==> src/rtl/cpu_multi_cycle_pkg.sv <==
// Shared definitions for the multi-cycle MIPS-subset core: FSM state
// encoding, opcode/funct values and small decode helpers.
package cpu_multi_cycle_pkg;

  typedef enum logic [2:0] {
    ST_FETCH,
    ST_DECODE,
    ST_EXEC,
    ST_MEM,
    ST_WB,
    ST_HALT
  } state_e;

  localparam logic [5:0] OP_RTYPE = 6'h00;
  localparam logic [5:0] OP_J     = 6'h02;
  localparam logic [5:0] OP_BEQ   = 6'h04;
  localparam logic [5:0] OP_BNE   = 6'h05;
  localparam logic [5:0] OP_ADDI  = 6'h08;
  localparam logic [5:0] OP_LW    = 6'h23;
  localparam logic [5:0] OP_SW    = 6'h2B;
  localparam logic [5:0] OP_HALT  = 6'h3F;

  localparam logic [5:0] FN_ADD = 6'h20;
  localparam logic [5:0] FN_SUB = 6'h22;
  localparam logic [5:0] FN_AND = 6'h24;
  localparam logic [5:0] FN_OR  = 6'h25;
  localparam logic [5:0] FN_SLT = 6'h2A;

  function automatic logic [31:0] sext16(input logic [15:0] imm);
    return {{16{imm[15]}}, imm};
  endfunction

  // Halt is handled separately; this covers everything that proceeds to EXEC.
  function automatic logic instr_legal(input logic [5:0] op, input logic [5:0] funct);
    logic ok;
    ok = 1'b0;
    case (op)
      OP_RTYPE: ok = funct inside {FN_ADD, FN_SUB, FN_AND, FN_OR, FN_SLT};
      OP_ADDI, OP_LW, OP_SW, OP_BEQ, OP_BNE, OP_J: ok = 1'b1;
      default: ok = 1'b0;
    endcase
    return ok;
  endfunction

endpackage

==> src/rtl/cpu_multi_cycle_regfile.sv <==
// 32 x 32-bit register file.
//  clk, rst_n        clock, asynchronous active-low clear of every register
//  ra1/rd1, ra2/rd2  asynchronous read ports for rs/rt
//  dbg_ra/dbg_rd     asynchronous debug read port
//  we, wa, wd        synchronous write port; writes to register 0 are dropped
module cpu_multi_cycle_regfile (
  input  logic        clk,
  input  logic        rst_n,
  input  logic [4:0]  ra1,
  input  logic [4:0]  ra2,
  input  logic [4:0]  dbg_ra,
  output logic [31:0] rd1,
  output logic [31:0] rd2,
  output logic [31:0] dbg_rd,
  input  logic        we,
  input  logic [4:0]  wa,
  input  logic [31:0] wd
);

  logic [31:0] regs [32];

  // Register 0 is hard-wired, so no storage is built for it.
  assign regs[0] = '0;

  for (genvar gi = 1; gi < 32; gi++) begin : g_reg
    logic [31:0] r_q;
    always_ff @(posedge clk or negedge rst_n) begin
      if (!rst_n) begin
        r_q <= '0;
      end else if (we && (wa == 5'(gi))) begin
        r_q <= wd;
      end
    end
    assign regs[gi] = r_q;
  end

  assign rd1    = regs[ra1];
  assign rd2    = regs[ra2];
  assign dbg_rd = regs[dbg_ra];

endmodule

==> src/rtl/cpu_multi_cycle.sv <==
// Multi-cycle MIPS-subset core with one shared req/ack memory port used for
// both instruction fetch and load/store.
//  clk, rst_n                      clock, asynchronous active-low reset
//  bus_req/we/addr/wdata           memory request, held until bus_ack
//  bus_rdata, bus_ack              memory response (ack may be combinational)
//  dbg_ra, dbg_rd                  debug register read port
//  halted, fault, instret          status: stopped, sticky fault, retire count
module cpu_multi_cycle
  import cpu_multi_cycle_pkg::*;
#(
  parameter logic [31:0] RESET_PC = 32'h0000_0000,
  parameter int unsigned TIMEOUT  = 0,
  parameter int unsigned CNT_W    = 32
) (
  input  logic             clk,
  input  logic             rst_n,
  output logic             bus_req,
  output logic             bus_we,
  output logic [31:0]      bus_addr,
  output logic [31:0]      bus_wdata,
  input  logic [31:0]      bus_rdata,
  input  logic             bus_ack,
  input  logic [4:0]       dbg_ra,
  output logic [31:0]      dbg_rd,
  output logic             halted,
  output logic             fault,
  output logic [CNT_W-1:0] instret
);

  state_e           state_q, state_d;
  logic [31:0]      pc_q, pc_d;
  logic [31:0]      ir_q, ir_d;
  logic [31:0]      a_q, a_d;
  logic [31:0]      b_q, b_d;
  logic [31:0]      alu_out_q, alu_out_d;
  logic [31:0]      mdr_q, mdr_d;
  logic [31:0]      wait_q, wait_d;
  logic             fault_q, fault_d;
  logic [CNT_W-1:0] instret_q, instret_d;

  logic [5:0]  op, funct;
  logic [4:0]  rs, rt, rd;
  logic [31:0] imm_sext;
  logic [31:0] rf_rd1, rf_rd2, rf_wd;
  logic [4:0]  rf_wa;
  logic        rf_we;
  logic        timeout_hit;
  logic [31:0] alu_res;

  assign op       = ir_q[31:26];
  assign rs       = ir_q[25:21];
  assign rt       = ir_q[20:16];
  assign rd       = ir_q[15:11];
  assign funct    = ir_q[5:0];
  assign imm_sext = sext16(ir_q[15:0]);

  cpu_multi_cycle_regfile u_regfile (
    .clk    (clk),
    .rst_n  (rst_n),
    .ra1    (rs),
    .ra2    (rt),
    .dbg_ra (dbg_ra),
    .rd1    (rf_rd1),
    .rd2    (rf_rd2),
    .dbg_rd (dbg_rd),
    .we     (rf_we),
    .wa     (rf_wa),
    .wd     (rf_wd)
  );

  // Request is decoded from state and gated by rst_n so an aborted access
  // drops immediately when reset asserts.
  assign bus_req   = rst_n && ((state_q == ST_FETCH) || (state_q == ST_MEM));
  assign bus_we    = (state_q == ST_MEM) && (op == OP_SW);
  assign bus_addr  = (state_q == ST_MEM) ? {alu_out_q[31:2], 2'b00} : pc_q;
  assign bus_wdata = b_q;
  assign halted    = (state_q == ST_HALT);
  assign fault     = fault_q;
  assign instret   = instret_q;

  // wait_q is nonzero only while stalled in FETCH/MEM, so it is always zero
  // on entry to either request state.
  assign timeout_hit = (TIMEOUT != 0) && ((wait_q + 32'd1) == 32'(TIMEOUT));

  assign rf_wa = (op == OP_RTYPE) ? rd : rt;
  assign rf_wd = (op == OP_LW) ? mdr_q : alu_out_q;

  always_comb begin
    alu_res = '0;
    case (funct)
      FN_ADD:  alu_res = a_q + b_q;
      FN_SUB:  alu_res = a_q - b_q;
      FN_AND:  alu_res = a_q & b_q;
      FN_OR:   alu_res = a_q | b_q;
      FN_SLT:  alu_res = {31'b0, $signed(a_q) < $signed(b_q)};
      default: alu_res = '0;
    endcase
  end

  always_comb begin
    state_d   = state_q;
    pc_d      = pc_q;
    ir_d      = ir_q;
    a_d       = a_q;
    b_d       = b_q;
    alu_out_d = alu_out_q;
    mdr_d     = mdr_q;
    wait_d    = '0;
    fault_d   = fault_q;
    instret_d = instret_q;
    rf_we     = 1'b0;

    case (state_q)
      ST_FETCH: begin
        if (bus_ack) begin
          ir_d    = bus_rdata;
          pc_d    = pc_q + 32'd4;
          state_d = ST_DECODE;
        end else if (timeout_hit) begin
          fault_d = 1'b1;
          state_d = ST_HALT;
        end else begin
          wait_d = wait_q + 32'd1;
        end
      end
      ST_DECODE: begin
        a_d       = rf_rd1;
        b_d       = rf_rd2;
        alu_out_d = pc_q + (imm_sext << 2);
        if (op == OP_HALT) begin
          state_d = ST_HALT;
        end else if (!instr_legal(op, funct)) begin
          fault_d = 1'b1;
          state_d = ST_HALT;
        end else begin
          state_d = ST_EXEC;
        end
      end
      ST_EXEC: begin
        case (op)
          OP_RTYPE: begin
            alu_out_d = alu_res;
            state_d   = ST_WB;
          end
          OP_ADDI: begin
            alu_out_d = a_q + imm_sext;
            state_d   = ST_WB;
          end
          OP_LW, OP_SW: begin
            alu_out_d = a_q + imm_sext;
            state_d   = ST_MEM;
          end
          OP_BEQ, OP_BNE: begin
            // ALUOut already holds the branch target computed in DECODE.
            if ((a_q == b_q) ^ (op == OP_BNE)) pc_d = alu_out_q;
            instret_d = instret_q + CNT_W'(1);
            state_d   = ST_FETCH;
          end
          OP_J: begin
            pc_d      = {pc_q[31:28], ir_q[25:0], 2'b00};
            instret_d = instret_q + CNT_W'(1);
            state_d   = ST_FETCH;
          end
          default: begin
            fault_d = 1'b1;
            state_d = ST_HALT;
          end
        endcase
      end
      ST_MEM: begin
        if (bus_ack) begin
          if (op == OP_SW) begin
            instret_d = instret_q + CNT_W'(1);
            state_d   = ST_FETCH;
          end else begin
            mdr_d   = bus_rdata;
            state_d = ST_WB;
          end
        end else if (timeout_hit) begin
          fault_d = 1'b1;
          state_d = ST_HALT;
        end else begin
          wait_d = wait_q + 32'd1;
        end
      end
      ST_WB: begin
        rf_we     = 1'b1;
        instret_d = instret_q + CNT_W'(1);
        state_d   = ST_FETCH;
      end
      default: state_d = ST_HALT;
    endcase
  end

  always_ff @(posedge clk or negedge rst_n) begin
    if (!rst_n) begin
      state_q   <= ST_FETCH;
      pc_q      <= RESET_PC;
      ir_q      <= '0;
      a_q       <= '0;
      b_q       <= '0;
      alu_out_q <= '0;
      mdr_q     <= '0;
      wait_q    <= '0;
      fault_q   <= 1'b0;
      instret_q <= '0;
    end else begin
      state_q   <= state_d;
      pc_q      <= pc_d;
      ir_q      <= ir_d;
      a_q       <= a_d;
      b_q       <= b_d;
      alu_out_q <= alu_out_d;
      mdr_q     <= mdr_d;
      wait_q    <= wait_d;
      fault_q   <= fault_d;
      instret_q <= instret_d;
    end
  end

endmodule

==> config.mk <==
export PLATFORM = sky130hd
export DESIGN_NAME = cpu_multi_cycle
export DESIGN_NICKNAME = d
export VERILOG_FILES = /design/src/rtl/cpu_multi_cycle_pkg.sv /design/src/rtl/cpu_multi_cycle_regfile.sv /design/src/rtl/cpu_multi_cycle.sv
export SDC_FILE = /design/constraint.sdc
export NUM_CORES = 2
export LEC_CHECK = 0
export CORE_ASPECT_RATIO = 1.1
export CORE_MARGIN = 8
export CORE_UTILIZATION = 24
export DETAILED_ROUTE_END_ITERATION = 10
export GPL_ROUTABILITY_DRIVEN = 0
export PLACE_DENSITY = 0.45
export RECOVER_POWER = 100
export SKIP_LAST_GASP = 1
export SYNTH_ARGS = -nofsm -noshare
export SYNTH_HDL_FRONTEND = slang
export SYNTH_SLANG_ARGS = --single-unit
==> constraint.sdc <==
create_clock -name clk -period 8.8 [get_ports clk]
set_input_delay 1.76 -clock clk [delete_from_list [all_inputs] [get_ports clk]]
set_output_delay 1.76 -clock clk [all_outputs]
set_load 0.02 [all_outputs]
==> flow_metrics.env <==
export IMPL_skew_ns=0.0881
export IMPL_p_per_area_mw_per_mm2=379
export IMPL_hpwl_mm=187
export IMPL_p_int_mw=19.0
export IMPL_finalSetupViolations=0
export IMPL_synthCells=7035
export IMPL_cp_slowest_stage_delay_ns=1.51
export IMPL_grt_max_degree=176
export IMPL_overflow=0
export IMPL_io_buffers=171
export IMPL_die_h_um=611
export IMPL_synth_edf_count=0
export IMPL_cp_start_kind="input pin"
export IMPL_vias=59600
export IMPL_rr_worst_depth=8
export IMPL_cts_resized_gates=0
export IMPL_p_leak_nw=35.7
export IMPL_min_path_type="flop to flop"
export IMPL_path_class="input pin to output port"
export IMPL_antenna_found_initial=24
export IMPL_r2r_setup_slack_ns=1.46
export IMPL_reg2reg_to="u_regfile.g_reg[4].r_q[5]"
export IMPL_hold_buffers=0
export IMPL_dieArea_sq_mm=0.340
export IMPL_post_route_period_util_pct=87.2
export IMPL_combPwrFrac_pct=49.0
export IMPL_clkPwrFrac_pct=19.5
export IMPL_syn2layout_area_growth_pct=14.3
export IMPL_switching_share_pct=43.0
export IMPL_async_flop_share_pct=100
export IMPL_syn_area_sq_mm=0.0771
export IMPL_die_w_um=556
export IMPL_synth_avg_cell_area_sq_um=11.0
export IMPL_synth_cell_type_count=95
export IMPL_initial_core_util_pct=24.1
export IMPL_vdd_drop_max_mv=0.201
export IMPL_path_clk_slew_ns=0.06
export IMPL_final_common_cell="dfrtp_1"
export IMPL_crit_start="dbg_ra[1]"
export IMPL_relSlewSlack_pct=-234
export IMPL_avgViaCountPerCell=5.28
export IMPL_dr_pass1_iters=5
export IMPL_coreArea_sq_mm=0.320
export IMPL_hold_viol=0
export IMPL_cp_slowest_cell="nor2b_2"
export IMPL_yosysWarningCount=0
export IMPL_fin_crit_ns=7.67
export IMPL_final_setup_tns_ns=0
export IMPL_grt_pass1_vias=59400
export IMPL_p_seq_share_pct=31.5
export IMPL_numCtsBuffers=150
export IMPL_clock_root_buffer="clkbuf_16"
export IMPL_violations="capacitance limit, slew limit"
export IMPL_cp_required_ns=7.04
export IMPL_cts_sinks=1220
export IMPL_tightest_slew_ns=5.01
export IMPL_nNetsFinal=7083
export IMPL_drt_iter0_drc=5932
export IMPL_rows=218
export IMPL_maxSlewViolCount=2634
export IMPL_critical_path_arrival_ns=5.91
export IMPL_holdPathStages=1
export IMPL_r2r_start="ir_q[29]"
export IMPL_drtAntennaViolNets=0
export IMPL_wl_mm=296
export IMPL_cp_end_kind="output port"
export IMPL_outcome="finished with violations"
export IMPL_cts_buffer_depth=4
export IMPL_grtUsageTotal_pct=17.0
export IMPL_ctsHtreeMaxLevel=4
export IMPL_io_pins=172
export IMPL_cp_max_fo=53
export IMPL_cts_setup_buffers=0
export IMPL_drc=0
export IMPL_fin_util_pct=27.5
export IMPL_worstPathCellList="buf_8, nor2b_2, clkbuf_1, a22o_1, mux4_2, mux2_2, dlygate4sd3_1"
export IMPL_maxClockFrequency_mhz=130
export IMPL_layout_common_cells="dfrtp_1, mux4_2, nand2_1, a21oi_1, o21ai_0"
export IMPL_drv_cap=68
export IMPL_clkLatencyLatePin_ns=0.85
export IMPL_p_switching_mw=14.4
export IMPL_cts_tree="done"
export IMPL_post_drt_wl_per_cell_um=26.2
export IMPL_ys_ff_latch=1220
export IMPL_syn_nets=7252
export IMPL_drive_above_1_share_pct=21.2
export IMPL_grt_pass1_wl_mm=433
export IMPL_crit_end="dbg_rd[10]"
export IMPL_synthFlopType="dfrtp_1"
export IMPL_rsz0062_at_grt="no"
export IMPL_synth_seq_area_share_pct=39.6
critical path: cells and delay by family:
family | cells | cell delay, ns
multiplexers | 2 | 0.54
buffers and inverters | 3 | 1.76
AO/OA/AOI/OAI | 1 | 0.25
AND/OR/NAND/NOR | 1 | 1.51
Yosys cell counts, drive strengths merged (6+ instances only):
cell	count	share of area [%]
clkbuf	471	2.3
o211ai	19	0.18
xor2	40	0.45
nand2b	29	0.24
a32oi	6	0.068
mux2i	112	1.5
nor4	21	0.18
and2	14	0.11
a22o	99	1.1
nor2	685	3.4
o21ai	689	4.5
a221oi	18	0.21
or2	10	0.081
nor2b	22	0.18
buf	173	0.98
nor3	36	0.23
mux2	189	2.8
nand4	22	0.18
o221ai	10	0.12
mux4	864	25
dfrtp	1220	40
xnor2	67	0.77
o31ai	13	0.14
o21bai	12	0.12
a31oi	29	0.24
a211oi	28	0.29
ha	173	2.8
and3	28	0.23
nand3	69	0.45
a21oi	700	4.5
o22ai	23	0.20
o21a	18	0.18
nand2	849	4.1
or3	17	0.14
o2111ai	9	0.10
o311ai	7	0.079
inv	112	0.55
a21o	40	0.39
worst min path at each step:
stage	slack, ns	start	endpoint
after floorplan	0.47	alu_out_q[1]	alu_out_q[1]
after global placement	0.47	fault	fault
after detailed placement	0.48	instret[11]	instret[11]
after CTS	0.49	instret[11]	instret[11]
after global routing	0.52	instret[11]	instret[11]
final	0.48	instret[11]	instret[11]
stage by stage:
step | hold slack (ns) | instance area, sq um | worst slack [ns] | total power [mW] | instances
2_1_floorplan | 0.470 | 77100 | 2.96 | 21.0 | 7035
3_3_place_gp | 0.474 | 83500 | 1.91 | 26.7 | 11000
3_5_place_dp | 0.476 | 83500 | 1.89 | 26.9 | 11000
4_1_cts | 0.489 | 88600 | 1.89 | 33.5 | 11300
5_1_grt | 0.519 | 88100 | 0.918 | 35.3 | 11300
6_report | 0.479 | 88200 | 1.13 | 33.4 | 11300
flip-flops by register name, indices dropped and copies added, names as in the netlist:
register and count:
mdr_q 32, fault 1, state_q 3, instret 32, alu_out_q 32, a_q 32, ir_q 32, u_regfile.g.r_q 992
bus_wdata 32, pc_q 32
metal layers:
metal / track usage [%] / part of all wire (%) / vias to the layer above
met5: 0 / 0 / -
met4: 6.19 / 4.0 / 0
met3: 3.19 / 6.9 / 564
li1: - / - / 25900
met1: 23.2 / 44 / 30800
met2: 26.7 / 46 / 2326
power groups by stage:
stage | Combinational [mW] | Sequential, mW | Clock, mW
2_1_floorplan | 11.7 | 9.29 | 0
3_3_place_gp | 16.2 | 10.5 | 0
3_5_place_dp | 16.4 | 10.6 | 0
4_1_cts | 16.4 | 10.5 | 6.68
5_1_grt | 17.6 | 10.8 | 6.87
6_report | 16.4 | 10.5 | 6.50
area by class of cell:
type	count	area, sq um
Clock inverter	52	719
Multi-Input combinational cell	5059	43900
Fill cell	33300	232000
Clock buffer	210	4330
Antenna cell	18	45.0
Sequential cell	1220	30600
Tap cell	4290	5370
Inverter	112	425
Timing Repair Buffer	323	2830
kinds of logic (layout without fill, tap and decap cells):
| family | after synthesis | after routing | share of synthesized area [%] |
|---|---|---|---|
| compound gates | 1780 | 1780 | 13.2 |
| xor+xnor | 107 | 107 | 1.22 |
| fa+ha+maj | 177 | 177 | 2.91 |
| buf+inv | 756 | 697 | 3.82 |
| flops | 1220 | 1220 | 39.6 |
| mux | 1165 | 1165 | 29.4 |
| other cells | 0 | 18 | 0 |
| simple gates | 1830 | 1830 | 9.82 |
No activity file was read; power rests on OpenSTA's default activity.
